==> src/rtl/fifo_512_60bit_rd_stream.sv <==
// -----------------------------------------------------------------------------
// fifo_512_60bit_rd_stream
//
// Read-side drain engine for the 512x60 FIFO. It issues FIFO reads, absorbs
// the one-cycle RAM read latency in a small skid buffer, and presents the
// words to a downstream consumer as a valid/ready stream at up to 1 word/cycle.
//
// Parameters
//   DW     data width, must match the FIFO word width
//   DEPTH  skid-buffer entries (2..4); 2 is the minimum for full throughput
//
// Ports
//   clk         in   clock, all logic on posedge
//   resetn      in   synchronous active-low reset
//   flush       in   drop buffered and in-flight words (pulse with FIFO clr)
//   fifo_empty  in   FIFO empty flag
//   fifo_dout   in   FIFO read data, valid the cycle after fifo_re=1
//   fifo_re     out  FIFO read enable (combinational)
//   out_valid   out  out_data holds a valid word
//   out_ready   in   consumer accepts; transfer on out_valid & out_ready
//   out_data    out  head word of the skid buffer (0 while empty)
//   word_cnt    out  [31:0] delivered-word counter, only when the build
//                    defines FIFO_RD_WORDCNT_EN
//
// Build option
//   FIFO_RD_WORDCNT_EN  adds word_cnt: +1 per pop, wraps, cleared by reset
//                       and flush (a pop in the flush cycle is not counted).
// -----------------------------------------------------------------------------
module fifo_512_60bit_rd_stream #(
  parameter int DW    = 60,
  parameter int DEPTH = 2
) (
  input  logic          clk,
  input  logic          resetn,
  input  logic          flush,
  input  logic          fifo_empty,
  input  logic [DW-1:0] fifo_dout,
  output logic          fifo_re,
  output logic          out_valid,
  input  logic          out_ready,
`ifdef FIFO_RD_WORDCNT_EN
  output logic [31:0]   word_cnt,
`endif
  output logic [DW-1:0] out_data
);

  // Pointer width; count width must also hold count+inf (up to DEPTH+1).
  localparam int PW = (DEPTH > 1) ? $clog2(DEPTH) : 1;
  localparam int CW = $clog2(DEPTH + 2);
  localparam logic [CW-1:0] DEPTH_C = CW'(DEPTH);
  localparam logic [PW-1:0] LAST_C  = PW'(DEPTH - 1);

  logic [CW-1:0] count_q, count_d;
  logic [PW-1:0] rp_q, rp_d;
  logic [PW-1:0] wp_q, wp_d;
  logic          inf_q, inf_d;
  logic [DW-1:0] mem_q [DEPTH];
  logic [DW-1:0] mem_d [DEPTH];

  logic          pop;
  logic          cap;
  logic [CW-1:0] credit;

  // Circular-buffer pointer advance with explicit wrap (DEPTH need not be 2^n).
  function automatic logic [PW-1:0] ptr_inc(input logic [PW-1:0] p);
    return (p == LAST_C) ? '0 : p + PW'(1);
  endfunction

  assign out_valid = (count_q != '0);
  assign out_data  = out_valid ? mem_q[rp_q] : '0;
  assign pop       = out_valid & out_ready;
  assign cap       = inf_q;

  // Slots committed after this edge: held words plus the one in flight, minus
  // the word leaving now. Counting the same-cycle pop keeps a full buffer that
  // drains at 1/cycle reading every cycle.
  assign credit  = count_q + CW'(inf_q) - CW'(pop);
  assign fifo_re = resetn & ~flush & ~fifo_empty & (credit < DEPTH_C);

  always_comb begin
    count_d = count_q;
    rp_d    = rp_q;
    wp_d    = wp_q;
    inf_d   = inf_q;
    mem_d   = mem_q;
    if (flush) begin
      // Flush wins over capture and pop; the word on fifo_dout is dropped.
      count_d = '0;
      rp_d    = '0;
      wp_d    = '0;
      inf_d   = 1'b0;
    end else begin
      inf_d = fifo_re;
      if (cap) begin
        mem_d[wp_q] = fifo_dout;
        wp_d        = ptr_inc(wp_q);
      end
      if (pop) begin
        rp_d = ptr_inc(rp_q);
      end
      count_d = count_q + CW'(cap) - CW'(pop);
    end
  end

  // Control state: reset applies here only.
  always_ff @(posedge clk) begin
    if (!resetn) begin
      count_q <= '0;
      rp_q    <= '0;
      wp_q    <= '0;
      inf_q   <= 1'b0;
    end else begin
      count_q <= count_d;
      rp_q    <= rp_d;
      wp_q    <= wp_d;
      inf_q   <= inf_d;
    end
  end

  // Data storage: not reset; out_data is masked to 0 while the buffer is empty.
  always_ff @(posedge clk) begin
    mem_q <= mem_d;
  end

`ifdef FIFO_RD_WORDCNT_EN
  logic [31:0] word_cnt_q, word_cnt_d;

  always_comb begin
    word_cnt_d = word_cnt_q;
    if (flush) begin
      word_cnt_d = '0;
    end else if (pop) begin
      word_cnt_d = word_cnt_q + 32'd1;
    end
  end

  always_ff @(posedge clk) begin
    if (!resetn) begin
      word_cnt_q <= '0;
    end else begin
      word_cnt_q <= word_cnt_d;
    end
  end

  assign word_cnt = word_cnt_q;
`endif

endmodule

==> config.mk <==
export PLATFORM = sky130hd
export DESIGN_NAME = fifo_512_60bit_rd_stream
export DESIGN_NICKNAME = d
export VERILOG_FILES = /design/src/rtl/fifo_512_60bit_rd_stream.sv
export SDC_FILE = /design/constraint.sdc
export NUM_CORES = 1
export LEC_CHECK = 0
export CORE_AREA = 2 2 120 122
export CTS_CLUSTER_SIZE = 40
export DETAILED_ROUTE_END_ITERATION = 10
export DIE_AREA = 0 0 122 124
export PLACE_DENSITY_LB_ADDON = 0.2
export SYNTH_ARGS = -nofsm -noshare
export SYNTH_HDL_FRONTEND = slang
export SYNTH_SLANG_ARGS = --single-unit
==> constraint.sdc <==
create_clock -name clk -period 6.89 [get_ports clk]
set_input_delay 1.7225 -clock clk [delete_from_list [all_inputs] [get_ports clk]]
set_output_delay 1.7225 -clock clk [all_outputs]
set_load 0.05 [all_outputs]
==> results by group <==
STA
  • Setup-failing EPs final: 0
  • Tcrit/Tclk final: 0.8357
  • Worst Tran Pin Value: 1.149 ns
  • Layout Skew: 0.01145 ns
  • FMAX: 0.1737 GHz
  • TNS Setup: 0 ns
  • Unrepaired setup endpoints after global routing: false
  • Max_slew headroom: 0.2342
  • Final hold vios: 0
  • Slew Limit Fails: 0
  • Min cycle time layout: 5.758 ns

Final layout
  • Area grow syn2layout: 42.22%
  • Core Util, Final: 0.4943
  • Share of cells above drive strength 1: 0.08879
  • Nets: 483
  • Register area: 3707 sq um
  • Commonest non-fill, non-tap cell in the layout: clkdlybuf4s50_1
  • Final Instance Area: 6782 sq um
  • Most frequent cells in the layout: clkdlybuf4s50_1 (126), edfxtp_1 (120), nor2_1 (62), mux2i_1 (61), clkbuf_16 (17)
  • Ant. Diodes: 0
  • Multi-input gate area: 980.9 sq um
  • Layout fillers: 1211

Routing
  • Drt pass-1 iters: 4
  • Vias per Instance: 4.493
  • Wirelength per Cell: 15.56 microns
  • DRT antenna net count: 0
  • DRC: 0
  • Via count: 2732
  • Initial DRC count: 128
  • Routed WL: 9463 microns

GRT
  • Total GRT Usage: 0.1324
  • Busiest grt layer: met2
  • First-pass GRT wire length: 14500 microns
  • Met1 Resource Use GR: 0.1689
  • Initial antenna violation count: 0
  • Largest net degree at the start of global routing: 63
  • Vias in the first global route: 2828
  • Met2 GRT Util: 0.1976
  • Met3 usage in global routing: 0.05174
  • Global route total overflow: 0

Pwr
  • Sw Ratio: 0.2092
  • Worst vdd rail ir drop: 0.1077 mV
  • Combinational Power Share: 0.068
  • Internal: 0.001422 W
  • Net Sw Power: 0.0003761 W
  • Clock share of power: 0.461
  • PwrDens: 265.1 nW/um^2
  • Sequential power share: 0.471
  • Pleak: 2.156 nW
  • Tot Pwr: 0.001798 W

Floorplanning
  • Die area: 15130 sq um
  • Number of I/O pins: 127
  • Die Y: 124 microns
  • FP Rows: 43
  • Die X: 122 microns
  • Initial core utilization: 0.3476
  • Core area: 13720 sq um

Setup path
  • Crit path max fanout: 3
  • CP startpoint kind: input pin
  • Critical Path AT: 4.04 ns
  • Data required time at the worst endpoint: 5.17 ns
  • Setup Crit Path Kind: in -> out
  • Critical path endpoint category: output port
  • R2R depth: 6

Logic synthesis
  • Cells after synthesis: 279
  • Synthesized area: 4768 sq um
  • Yosys cell types: 18
  • Yosys reg bits: 125
  • Synthesized net count: 346
  • Register area share after synthesis: 0.7767
  • Ys Warns: 0
  • Syn Area/Cell: 17.09 sq um

Clocking
  • CTS tree: done
  • Resized cells post-CTS: 0
  • H-tree levels: 4
  • CTS Sinks: 125
  • Setup Fix Bufs, Post-CTS: 0
  • Clock Path Buffers: 2
  • Root buf cell: clkbuf_16
  • Clk_lat worst skew: 0.41 ns
  • Post-CTS Hold Fix Bufs: 0
  • CTS Buf Count: 17
  • CTS clk-pin slew, worst paths: 0.05 ns

Place
  • Post-DP HPWL: 5711 microns
  • I/O Buffers: 126
  • Placed inst area: 6227 sq um
  • RD Place Congestion: 0.7016

Outcome
  • Outcome: complete, no violations

Hold path
  • Hold depth: 2
  • Worst Hold Class: reg -> reg

Run
  • Max-Cap Viols: 0
logic make-up after synthesis:
kind of cell,synth area share
flip-flops,0.7767
AND/OR/NAND/NOR,0.06035
multiplexers,0.1281
buffers and inverters,0.02125
XOR/XNOR,0.006822
adder cells (fa/ha/maj),0.005247
AO/OA/AOI/OAI,0.001575
power by group through the flow:
stage | clock network [W] | registers (W) | logic (W)
4_1_cts | 0.000849 | 0.000847 | 0.000125
6_report | 0.000828 | 0.000847 | 0.000123
5_1_grt | 0.000886 | 0.000847 | 0.000131
3_5_place_dp | 0 | 0.000862 | 0.000124
3_3_place_gp | 0 | 0.000862 | 0.000122
2_1_floorplan | 0 | 0.000861 | 0.0000584
through the flow:
step,hold slack (ns),worst slack [ns],instances
finish,0.5356,1.132,608
global route,0.5607,1.006,608
CTS,0.5373,1.110,608
detailed placement,0.5175,1.128,577
global placement,0.5320,1.167,577
floorplan,0.4755,0.1874,279
worst paths after layout:
kind,endpoint,slack [ns],from
setup / recovery,fifo_re,1.13,out_ready
hold / removal,wp_q$_SDFFE_PP0P_,0.54,cap$_SDFF_PP0_
setup reg to reg,cap$_SDFF_PP0_,5.26,count_q[1]$_SDFF_PP0_
hold reg to reg,wp_q$_SDFFE_PP0P_,0.54,cap$_SDFF_PP0_
sequential cells by signal, summed over array words and instances (netlist names):
name and count:
mem_q 120, count_q 2, cap 1, rp_q 1, wp_q 1
cell usage after synthesis:
cell type,n,area (sq um)
xnor2_1,1,8.760
dfxtp_1,5,100.1
buf_4,6,45.04
buf_2,6,30.03
nor2b_1,1,6.260
nand2b_1,1,6.260
inv_1,4,15.01
or3b_1,1,8.760
edfxtp_1,120,3603
nor3b_1,1,7.510
nand3b_1,1,7.510
nor3_1,3,15.01
o21a_1,1,7.510
buf_6,1,11.26
mux2i_1,61,610.6
nor2_1,63,236.5
xor3_1,1,23.77
ha_1,2,25.02
cell type report:
type,count,share of cell area
clock buffer,17,0.06273
clock inverter,14,0.01900
inverter,4,0.002214
multi-input combinational,137,0.1446
sequential,125,0.5467
tap,180,0.03321
timing repair buffer,131,0.1915
per-layer routing:
| layer | up-vias | share of wire |
|---|---|---|
| met1 | 1308 | 0.47 |
| met5 | - | 0 |
| met2 | 99 | 0.45 |
| li1 | 1312 | - |
| met3 | 13 | 0.069 |
| met4 | 0 | 0.018 |
critical path, stage by stage:
cell and delay, ns:
clkdlybuf4s50_1 0.46, o21a_1 0.16, ha_1 0.24, inv_1 0.05, ha_1 0.14, xor3_1 0.25, nor3_1 0.19, clkdlybuf4s50_1 0.83
Note: power is estimated with default switching activity, not from simulation.
